--- config.mk ---
export PLATFORM = sky130hd
export DESIGN_NAME = wb_collector_flat
export DESIGN_NICKNAME = d
export VERILOG_FILES = /design/src/rtl/wb_collector_if.sv /design/src/rtl/wb_collector.sv /design/src/flat_wrapper.sv
export SDC_FILE = /design/constraint.sdc
export NUM_CORES = 1
export LEC_CHECK = 0
export CELL_PAD_IN_SITES_DETAIL_PLACEMENT = 1
export CELL_PAD_IN_SITES_GLOBAL_PLACEMENT = 2
export CORE_AREA = 8 8 156 305
export CTS_BUF_LIST = sky130_fd_sc_hd__clkbuf_8
export CTS_CLUSTER_DIAMETER = 40
export DETAILED_ROUTE_END_ITERATION = 7
export DIE_AREA = 0 0 164 313
export GPL_TIMING_DRIVEN = 0
export HOLD_SLACK_MARGIN = 0.06
export PLACE_DENSITY = 0.92
export RECOVER_POWER = 25
export SLEW_MARGIN = 20
export SYNTH_ARGS = -nofsm -noshare
export SYNTH_HDL_FRONTEND = slang
export SYNTH_SLANG_ARGS = --single-unit
--- constraint.sdc ---
create_clock -name clk_i -period 9.2 [get_ports clk_i]
set_input_delay 1.84 -clock clk_i [delete_from_list [all_inputs] [get_ports clk_i]]
set_output_delay 1.84 -clock clk_i [all_outputs]
set_load 0.02 [all_outputs]
--- src/rtl/wb_collector_if.sv ---
// wb_collector_if
//   Bundles the functional-unit writeback lanes, the per-port readiness
//   returned to issue, and the single registered commit port.
//
//   wb_vld/wb_data/wb_trans_id : one writeback lane per functional unit
//                                (0 = ALU, 1 = LSU, 2 = mul_div)
//   fu_rdy                     : per-port readiness back to the issue stage
//   commit_vld/data/trans_id   : registered commit toward regfile/scoreboard
//
//   master : functional units plus the commit consumer
//   slave  : the collector
interface wb_collector_if #(
  parameter int unsigned NR_PORTS  = 3,
  parameter int unsigned ADDR_BITS = 3,
  parameter int unsigned DATA_W    = 32
);
  logic [NR_PORTS-1:0]                wb_vld;
  logic [NR_PORTS-1:0][DATA_W-1:0]    wb_data;
  logic [NR_PORTS-1:0][ADDR_BITS-1:0] wb_trans_id;
  logic [NR_PORTS-1:0]                fu_rdy;
  logic                               commit_vld;
  logic [DATA_W-1:0]                  commit_data;
  logic [ADDR_BITS-1:0]               commit_trans_id;

  modport master (
    output wb_vld, wb_data, wb_trans_id,
    input  fu_rdy, commit_vld, commit_data, commit_trans_id
  );

  modport slave (
    input  wb_vld, wb_data, wb_trans_id,
    output fu_rdy, commit_vld, commit_data, commit_trans_id
  );
endinterface

--- src/rtl/wb_collector.sv ---
// wb_collector
//   Consumer end of the functional-unit writeback path. Each non-stallable
//   writeback pulse is buffered in a per-port FIFO; FIFOs are drained
//   round-robin, at most one result per cycle, into a registered commit port.
//
//   clk_i      : core clock
//   rst_ni     : asynchronous active-low reset
//   flush_ex_i : discard every buffered result and the commit register
//   wb_if      : writeback lanes in, fu_rdy out, commit port out
//   idle_o     : all FIFOs empty and no commit in flight
//   overflow_o : sticky, a writeback was dropped at a full FIFO
module wb_collector #(
  parameter int unsigned NR_PORTS   = 3,
  parameter int unsigned FIFO_DEPTH = 4,
  parameter int unsigned ADDR_BITS  = 3,
  parameter int unsigned DATA_W     = 32
) (
  input  logic          clk_i,
  input  logic          rst_ni,
  input  logic          flush_ex_i,
  wb_collector_if.slave wb_if,
  output logic          idle_o,
  output logic          overflow_o
);

  localparam int unsigned PTR_W   = $clog2(FIFO_DEPTH);
  localparam int unsigned CNT_W   = PTR_W + 1;
  localparam int unsigned RR_W    = (NR_PORTS > 1) ? $clog2(NR_PORTS) : 1;
  localparam int unsigned ENTRY_W = DATA_W + ADDR_BITS;

  localparam logic [CNT_W-1:0] DEPTH_C   = CNT_W'(FIFO_DEPTH);
  localparam logic [CNT_W-1:0] RDY_MAX_C = CNT_W'(FIFO_DEPTH - 2);
  localparam logic [RR_W:0]    PORTS_C   = (RR_W + 1)'(NR_PORTS);

  logic [ENTRY_W-1:0] mem_q    [NR_PORTS][FIFO_DEPTH];
  logic [PTR_W-1:0]   wr_ptr_q [NR_PORTS];
  logic [PTR_W-1:0]   wr_ptr_d [NR_PORTS];
  logic [PTR_W-1:0]   rd_ptr_q [NR_PORTS];
  logic [PTR_W-1:0]   rd_ptr_d [NR_PORTS];
  logic [CNT_W-1:0]   cnt_q    [NR_PORTS];
  logic [CNT_W-1:0]   cnt_d    [NR_PORTS];

  logic [RR_W-1:0]      rr_ptr_q, rr_ptr_d;
  logic                 wb_vld_q, wb_vld_d;
  logic [DATA_W-1:0]    wb_data_q, wb_data_d;
  logic [ADDR_BITS-1:0] wb_id_q, wb_id_d;
  logic                 overflow_q, overflow_d;

  logic                grant_vld;
  logic [RR_W-1:0]     grant_idx;
  logic [RR_W:0]       cand;
  logic [RR_W:0]       rr_next;
  logic [ENTRY_W-1:0]  head_entry;
  logic [NR_PORTS-1:0] pop;
  logic [NR_PORTS-1:0] push_ok;
  logic [NR_PORTS-1:0] push_drop;

  // Round-robin arbiter: scan from rr_ptr upward with wraparound and take
  // the first non-empty FIFO. rr_ptr < NR_PORTS and the offset is below
  // NR_PORTS, so a single conditional subtract performs the modulo.
  always_comb begin
    grant_vld = 1'b0;
    grant_idx = '0;
    cand      = '0;
    for (int k = 0; k < NR_PORTS; k++) begin
      cand = {1'b0, rr_ptr_q} + (RR_W + 1)'(k);
      if (cand >= PORTS_C) begin
        cand = cand - PORTS_C;
      end
      if (!grant_vld && (cnt_q[cand[RR_W-1:0]] != '0)) begin
        grant_vld = 1'b1;
        grant_idx = cand[RR_W-1:0];
      end
    end
  end

  // Per-FIFO bookkeeping. A push into a full FIFO is still accepted when
  // the same FIFO pops this cycle, because the head slot is freed at the
  // same edge. Flush overrides every push and pop.
  always_comb begin
    for (int i = 0; i < NR_PORTS; i++) begin
      pop[i]       = grant_vld && (grant_idx == RR_W'(i));
      push_ok[i]   = wb_if.wb_vld[i] && ((cnt_q[i] != DEPTH_C) || pop[i]);
      push_drop[i] = wb_if.wb_vld[i] && !push_ok[i];
      wr_ptr_d[i]  = wr_ptr_q[i];
      rd_ptr_d[i]  = rd_ptr_q[i];
      cnt_d[i]     = cnt_q[i];
      if (flush_ex_i) begin
        wr_ptr_d[i] = '0;
        rd_ptr_d[i] = '0;
        cnt_d[i]    = '0;
      end else begin
        if (push_ok[i]) begin
          wr_ptr_d[i] = wr_ptr_q[i] + PTR_W'(1);
        end
        if (pop[i]) begin
          rd_ptr_d[i] = rd_ptr_q[i] + PTR_W'(1);
        end
        case ({push_ok[i], pop[i]})
          2'b10:   cnt_d[i] = cnt_q[i] + CNT_W'(1);
          2'b01:   cnt_d[i] = cnt_q[i] - CNT_W'(1);
          default: cnt_d[i] = cnt_q[i];
        endcase
      end
    end
  end

  // Commit register, round-robin pointer and sticky overflow. The pointer
  // only advances on a real grant so an idle period keeps the fairness
  // position.
  always_comb begin
    head_entry = mem_q[grant_idx][rd_ptr_q[grant_idx]];
    rr_next    = {1'b0, grant_idx} + (RR_W + 1)'(1);
    if (rr_next >= PORTS_C) begin
      rr_next = '0;
    end
    wb_vld_d   = 1'b0;
    wb_data_d  = '0;
    wb_id_d    = '0;
    rr_ptr_d   = rr_ptr_q;
    overflow_d = overflow_q;
    if (!flush_ex_i) begin
      overflow_d = overflow_q | (|push_drop);
      if (grant_vld) begin
        wb_vld_d  = 1'b1;
        wb_data_d = head_entry[ENTRY_W-1:ADDR_BITS];
        wb_id_d   = head_entry[ADDR_BITS-1:0];
        rr_ptr_d  = rr_next[RR_W-1:0];
      end
    end
  end

  // FIFO storage carries no reset; validity is tracked by the counters.
  always_ff @(posedge clk_i) begin
    for (int i = 0; i < NR_PORTS; i++) begin
      if (push_ok[i] && !flush_ex_i) begin
        mem_q[i][wr_ptr_q[i]] <= {wb_if.wb_data[i], wb_if.wb_trans_id[i]};
      end
    end
  end

  always_ff @(posedge clk_i or negedge rst_ni) begin
    if (!rst_ni) begin
      for (int i = 0; i < NR_PORTS; i++) begin
        wr_ptr_q[i] <= '0;
        rd_ptr_q[i] <= '0;
        cnt_q[i]    <= '0;
      end
      rr_ptr_q   <= '0;
      wb_vld_q   <= 1'b0;
      wb_data_q  <= '0;
      wb_id_q    <= '0;
      overflow_q <= 1'b0;
    end else begin
      for (int i = 0; i < NR_PORTS; i++) begin
        wr_ptr_q[i] <= wr_ptr_d[i];
        rd_ptr_q[i] <= rd_ptr_d[i];
        cnt_q[i]    <= cnt_d[i];
      end
      rr_ptr_q   <= rr_ptr_d;
      wb_vld_q   <= wb_vld_d;
      wb_data_q  <= wb_data_d;
      wb_id_q    <= wb_id_d;
      overflow_q <= overflow_d;
    end
  end

  // Readiness keeps two free slots so a result already in flight cannot
  // collide with an issue decided in the same cycle.
  always_comb begin
    idle_o = !wb_vld_q;
    for (int i = 0; i < NR_PORTS; i++) begin
      wb_if.fu_rdy[i] = (cnt_q[i] <= RDY_MAX_C);
      if (cnt_q[i] != '0) begin
        idle_o = 1'b0;
      end
    end
  end

  assign wb_if.commit_vld      = wb_vld_q;
  assign wb_if.commit_data     = wb_data_q;
  assign wb_if.commit_trans_id = wb_id_q;
  assign overflow_o            = overflow_q;

endmodule
--- src/flat_wrapper.sv ---
// flat-port wrapper written by rule: the top's interface ports become plain ports
module wb_collector_flat 
#(
  parameter int unsigned NR_PORTS   = 3,
  parameter int unsigned FIFO_DEPTH = 4,
  parameter int unsigned ADDR_BITS  = 3,
  parameter int unsigned DATA_W     = 32
)
  (clk_i, rst_ni, flush_ex_i, idle_o, overflow_o, wb_if_wb_vld, wb_if_wb_data, wb_if_wb_trans_id, wb_if_fu_rdy, wb_if_commit_vld, wb_if_commit_data, wb_if_commit_trans_id);
  wb_collector_if #(.NR_PORTS(NR_PORTS), .ADDR_BITS(ADDR_BITS), .DATA_W(DATA_W)) wb_if_i ();
  input  logic clk_i;
  input  logic rst_ni;
  input  logic flush_ex_i;
  output logic idle_o;
  output logic overflow_o;
  input wire logic [$bits(wb_if_i.wb_vld)-1:0] wb_if_wb_vld;
  input wire logic [$bits(wb_if_i.wb_data)-1:0] wb_if_wb_data;
  input wire logic [$bits(wb_if_i.wb_trans_id)-1:0] wb_if_wb_trans_id;
  output wire logic [$bits(wb_if_i.fu_rdy)-1:0] wb_if_fu_rdy;
  output wire logic [$bits(wb_if_i.commit_vld)-1:0] wb_if_commit_vld;
  output wire logic [$bits(wb_if_i.commit_data)-1:0] wb_if_commit_data;
  output wire logic [$bits(wb_if_i.commit_trans_id)-1:0] wb_if_commit_trans_id;
  assign wb_if_i.wb_vld = wb_if_wb_vld;
  assign wb_if_i.wb_data = wb_if_wb_data;
  assign wb_if_i.wb_trans_id = wb_if_wb_trans_id;
  assign wb_if_fu_rdy = wb_if_i.fu_rdy;
  assign wb_if_commit_vld = wb_if_i.commit_vld;
  assign wb_if_commit_data = wb_if_i.commit_data;
  assign wb_if_commit_trans_id = wb_if_i.commit_trans_id;
  wb_collector #(.NR_PORTS(NR_PORTS), .FIFO_DEPTH(FIFO_DEPTH), .ADDR_BITS(ADDR_BITS), .DATA_W(DATA_W)) u_core (.clk_i(clk_i), .rst_ni(rst_ni), .flush_ex_i(flush_ex_i), .wb_if(wb_if_i), .idle_o(idle_o), .overflow_o(overflow_o));
endmodule
==> flow_summary.rst <==
.. list-table::
   :header-rows: 1

   * - Metric
     - Value
   * - Result of the run
     - finished, violations left
   * - Failing checks
     - max-capacitance violations, max-slew violations
   * - Total buffers and inverters traversed by the critical path
     - 2
   * - Mean instance size in the synthesized netlist
     - 15.42 µm²
   * - Die Span X
     - 164 µm
   * - Number of enable-type register cells in the synthesized netlist
     - 420
   * - Path type of the worst setup path
     - in2async
   * - Die Ht
     - about 310 µm
   * - Max capacitance violation total
     - 2
   * - Area fraction in and, or, nand and nor cells after synthesis
     - 7.336%
   * - Sequential-to-total area share from yosys stat
     - approximately three quarters
   * - Slew Limit Headroom
     - -53.42%
   * - Hold/Removal Path Class
     - reg2reg
   * - Portion of total power attributed to the clock network
     - between 20% and 30%
   * - First-pass GRT wire length
     - 85270 µm
   * - Count of cell types in the netlist
     - 58
   * - Maximum number of pins on one net before global-route repair
     - 36
   * - Top area cells in the synthesized netlist
     - edfxtp_1, dfrtp_1, mux2i_1
   * - Fraction of layout cells with a size suffix above 1
     - 14.20%
   * - Data arrival time at the worst-slack endpoint
     - 4.78 ns
   * - Cell with the most instances after synthesis
     - edfxtp_1
   * - Overall routing resource usage
     - 22.72%
   * - Wire length after detailed routing
     - 58630 µm
   * - 1st-pass router iterations
     - 5
   * - P per Cell Area
     - between 300 and 400 nW/µm²
   * - Initial standard-cell utilization of the core
     - 44.14%
   * - Fin crit share
     - 49.28%
   * - Critical register-to-register path startpoint
     - u_core.rr_ptr_q[0]
   * - Worst Path Required
     - ~9.5 ns
   * - Area growth syn-to-layout
     - 19.12%
   * - Busiest grt layer
     - met2
   * - Fill count
     - 4226
   * - Share of cell area taken by muxes after synthesis
     - ~6.2%
   * - Number of cell rows
     - 109
   * - Setup violation total in the final timing report
     - 0
   * - Overall power after layout
     - 8.412 mW
   * - Met2 track demand over resource in global routing
     - 40.00%
   * - Gates resized, CTS repair
     - 0
   * - Number of vias per cell
     - between 5 and 6
   * - Cell at the slowest stage of the critical path
     - clkbuf_1
   * - Power dissipated by switching net loads
     - 3.537 mW
   * - Internal Dissipation
     - 4.875 mW
   * - Final Skew
     - ~0.033 ns
   * - Drt wl/cell
     - 28.04 µm
   * - Max Transition Viols Final
     - between 60 and 70
   * - DRC violation total after the first TritonRoute iteration
     - 942
   * - Total congestion overflow
     - 0
   * - Global routing met3 resource utilization
     - 4.756%
   * - Top-level port count
     - 152
   * - Switching portion of total power
     - between 40% and 50%
   * - Reg power frac
     - 32.1%
   * - Bufs on Longest Clock Path
     - 3
   * - Arithmetic-cell share of the synthesized area counting full adders, half adders and majority gates
     - 1.347%
   * - Slew at the pin with the worst max-slew slack
     - 2.301 ns
   * - Post-synth net total
     - 1383
   * - RSZ-0062 raised after global routing
     - no
   * - RD Place Congestion
     - 0.7937
   * - Hold Vio Cnt, Final
     - 0
   * - Hold_sp
     - u_core.overflow_o
   * - Met1 demand-to-capacity share in global routing
     - 26.34%
   * - XOR/XNOR share of the synthesized area
     - 0.5892%
   * - Netlist area before placement
     - 19320 µm²
   * - Share of synthesized registers carrying an async set or reset
     - 12.50%
   * - Yosys Warn Count
     - 0
   * - Top cells by count, synth
     - edfxtp_1, nor2_1, nand2_1
   * - Yosys top cell area share
     - around 65%
   * - Sink Count
     - 480
   * - Total Neg Setup Slack
     - 0 ns
   * - Nets@finish
     - 1612
   * - H-Tree Level Count
     - 3
   * - Post-layout min period
     - 4.534 ns
   * - Post-CTS Setup Inserts
     - 0
   * - Family of cells with the greatest summed delay on the critical path
     - buffers and inverters
   * - Combinational share of power
     - between 40 and 50%
   * - Static Leak
     - 8.072 nW
   * - CP dominant cell by count
     - clkbuf_1
   * - Combinational family with the most area after synthesis
     - compound AO/OA/AOI/OAI gates
   * - Post-route ant nets
     - 0
   * - Number of buffers added by the clock tree synthesis step
     - 70
   * - Worst Setup SP
     - rst_ni
   * - Source-to-sink clock delay at the later pin of the worst-skew pair
     - about 0.64 ns
   * - Synthesized-area fraction occupied by ao, oa, aoi and oai cells
     - 9.382%
   * - Highest fanout seen on the critical path
     - 35
   * - Syn Inst Count
     - 1253
   * - Worst Setup End Kind
     - async pin
   * - FF+latch count, synth
     - 480
   * - Initial antenna violation count
     - 5
   * - Main flop type after synthesis
     - edfxtp_1
   * - CTS tree
     - built
   * - Area leader, netlist
     - edfxtp_1
   * - Startpoint type of the worst setup path
     - input pin
   * - Overall die area
     - 51330 µm²
   * - Number of vias after detailed routing
     - around 12000
   * - Number of global-route vias before repair
     - 13570
   * - Peak supply drop
     - 0.1871 mV
   * - Core area
     - 43780 µm²
   * - Max Fclk
     - between 200 and 250 MHz
   * - Buffer type at the clock tree root
     - clkbuf_8
   * - Residual DRC
     - 0
   * - Total of hold buffers inserted after clock tree synthesis
     - 0
   * - Peak per-stage delay on the critical path
     - between 1.5 and 2 ns
   * - Buffers on Ports
     - 151
   * - Register clock-pin slew on the reported worst setup and hold paths
     - about 0.060 ns
   * - Cell-by-cell listing of the critical path
     - clkbuf_1 -> clkbuf_1
   * - HPWL after DPL
     - 38740 µm
-- metrics by stage --
stage	cells	util, %	area, µm²	worst slack (ns)	hold slack [ns]
3_3_place_gp	1959	49.18	21530	3.854	0.4804
5_1_grt	2090	52.58	23020	4.176	0.5280
6_report	2091	52.58	23020	4.666	0.4971
3_5_place_dp	1965	49.50	21670	4.682	0.4866
4_1_cts	2090	52.62	23040	4.833	0.5048
2_1_floorplan	1253	-	19320	5.644	0.5035
-- cell usage in the layout (no fill, tap or decap), types with 5 or more instances in the layout --
| cell type | n |
|---|---|
| ha_1 | 16 |
| a21oi_1 | 42 |
| and2_4 | 7 |
| clkdlybuf4s50_1 | 99 |
| dlygate4sd3_1 | 51 |
| clkinv_2 | 6 |
| inv_1 | 32 |
| a221oi_1 | 33 |
| mux2_2 | 37 |
| nor2b_1 | 38 |
| a211oi_2 | 27 |
| clkinv_1 | 11 |
| clkbuf_1 | 41 |
| o32ai_1 | 33 |
| clkbuf_8 | 79 |
| a211oi_1 | 50 |
| edfxtp_1 | 420 |
| nor2_1 | 132 |
| xnor2_1 | 8 |
| xor2_1 | 5 |
| buf_6 | 6 |
| o21ai_0 | 7 |
| buf_12 | 5 |
| mux2i_1 | 79 |
| nand2_1 | 114 |
| and2_2 | 5 |
| dfrtp_1 | 60 |
| buf_2 | 22 |
-- per-layer routing --
metal,part of all wire [%],wire length (µm)
met1,37,21810
met2,52,30680
met3,7.2,4213
met4,3.2,1892
met5,0.039,23
-- state kept, by name, summed over array words and instances (netlist names) --
name                          count
u_core.rr_ptr_q                   2
u_core.mem_q                    420
u_core.wr_ptr_q                   6
u_core.wb_if.commit_vld           1
u_core.wb_if.commit_data         32
u_core.cnt_q                      9
u_core.overflow_o                 1
u_core.wb_if.commit_trans_id      3
u_core.rd_ptr_q                   6
-- tightest hold or removal path, delay by kind of cell, from the launching register on --
kind,cells,cell delay (ns)
DFF,1,0.35
AOI/OAI and AO/OA,2,0.10
-- power groups by stage --
stage,Combinational [mW],Clock [mW],Sequential (mW)
floorplan,2.45,0,2.79
CTS,4.01,1.71,2.71
detailed placement,3.98,0,2.75
global placement,3.76,0,2.74
finish,4.02,1.69,2.70
global route,4.26,1.79,2.72
-- logic make-up (layout without fill, tap and decap cells) --
| kind of cell | after synthesis | count (layout) |
|---|---|---|
| AOI/OAI and AO/OA | 220 | 220 |
| xor gates and xnor gates | 13 | 13 |
| adders and majority gates | 19 | 19 |
| buffers and inverters | 84 | 366 |
| DFF | 480 | 480 |
| muxes | 116 | 116 |
| other | 0 | 1 |
| and+or+nand+nor | 321 | 321 |
-- area by class of cell --
type | instances | area, µm² | area share, %
multi-input combinational | 689 | 4836 | 21.01
tap | 555 | 694.4 | 3.017
timing repair buffer | 157 | 1609 | 6.990
sequential | 480 | 14110 | 61.31
inverter | 11 | 41.29 | 0.1794
antenna | 1 | 2.502 | 0.01087
buffer | 73 | 357.8 | 1.555
clock buffer | 79 | 1087 | 4.723
clock inverter | 46 | 277.8 | 1.207
-- path summary, 6_finish.rpt --
kind	endpoint	slack [ns]	depth (start not counted)
max in group clk_i	idle_o	4.85	4
worst min register to register	u_core.overflow_o	0.50	2
worst max register to register	u_core.wb_if.commit_data[25]	5.08	10
worst max-delay path	u_core.wb_if.commit_data[21]	4.67	2
min in group asynchronous	u_core.wb_if.commit_data[2]	1.64	1
worst min-delay path	u_core.overflow_o	0.50	2
Note: power is estimated with default switching activity, not from simulation.
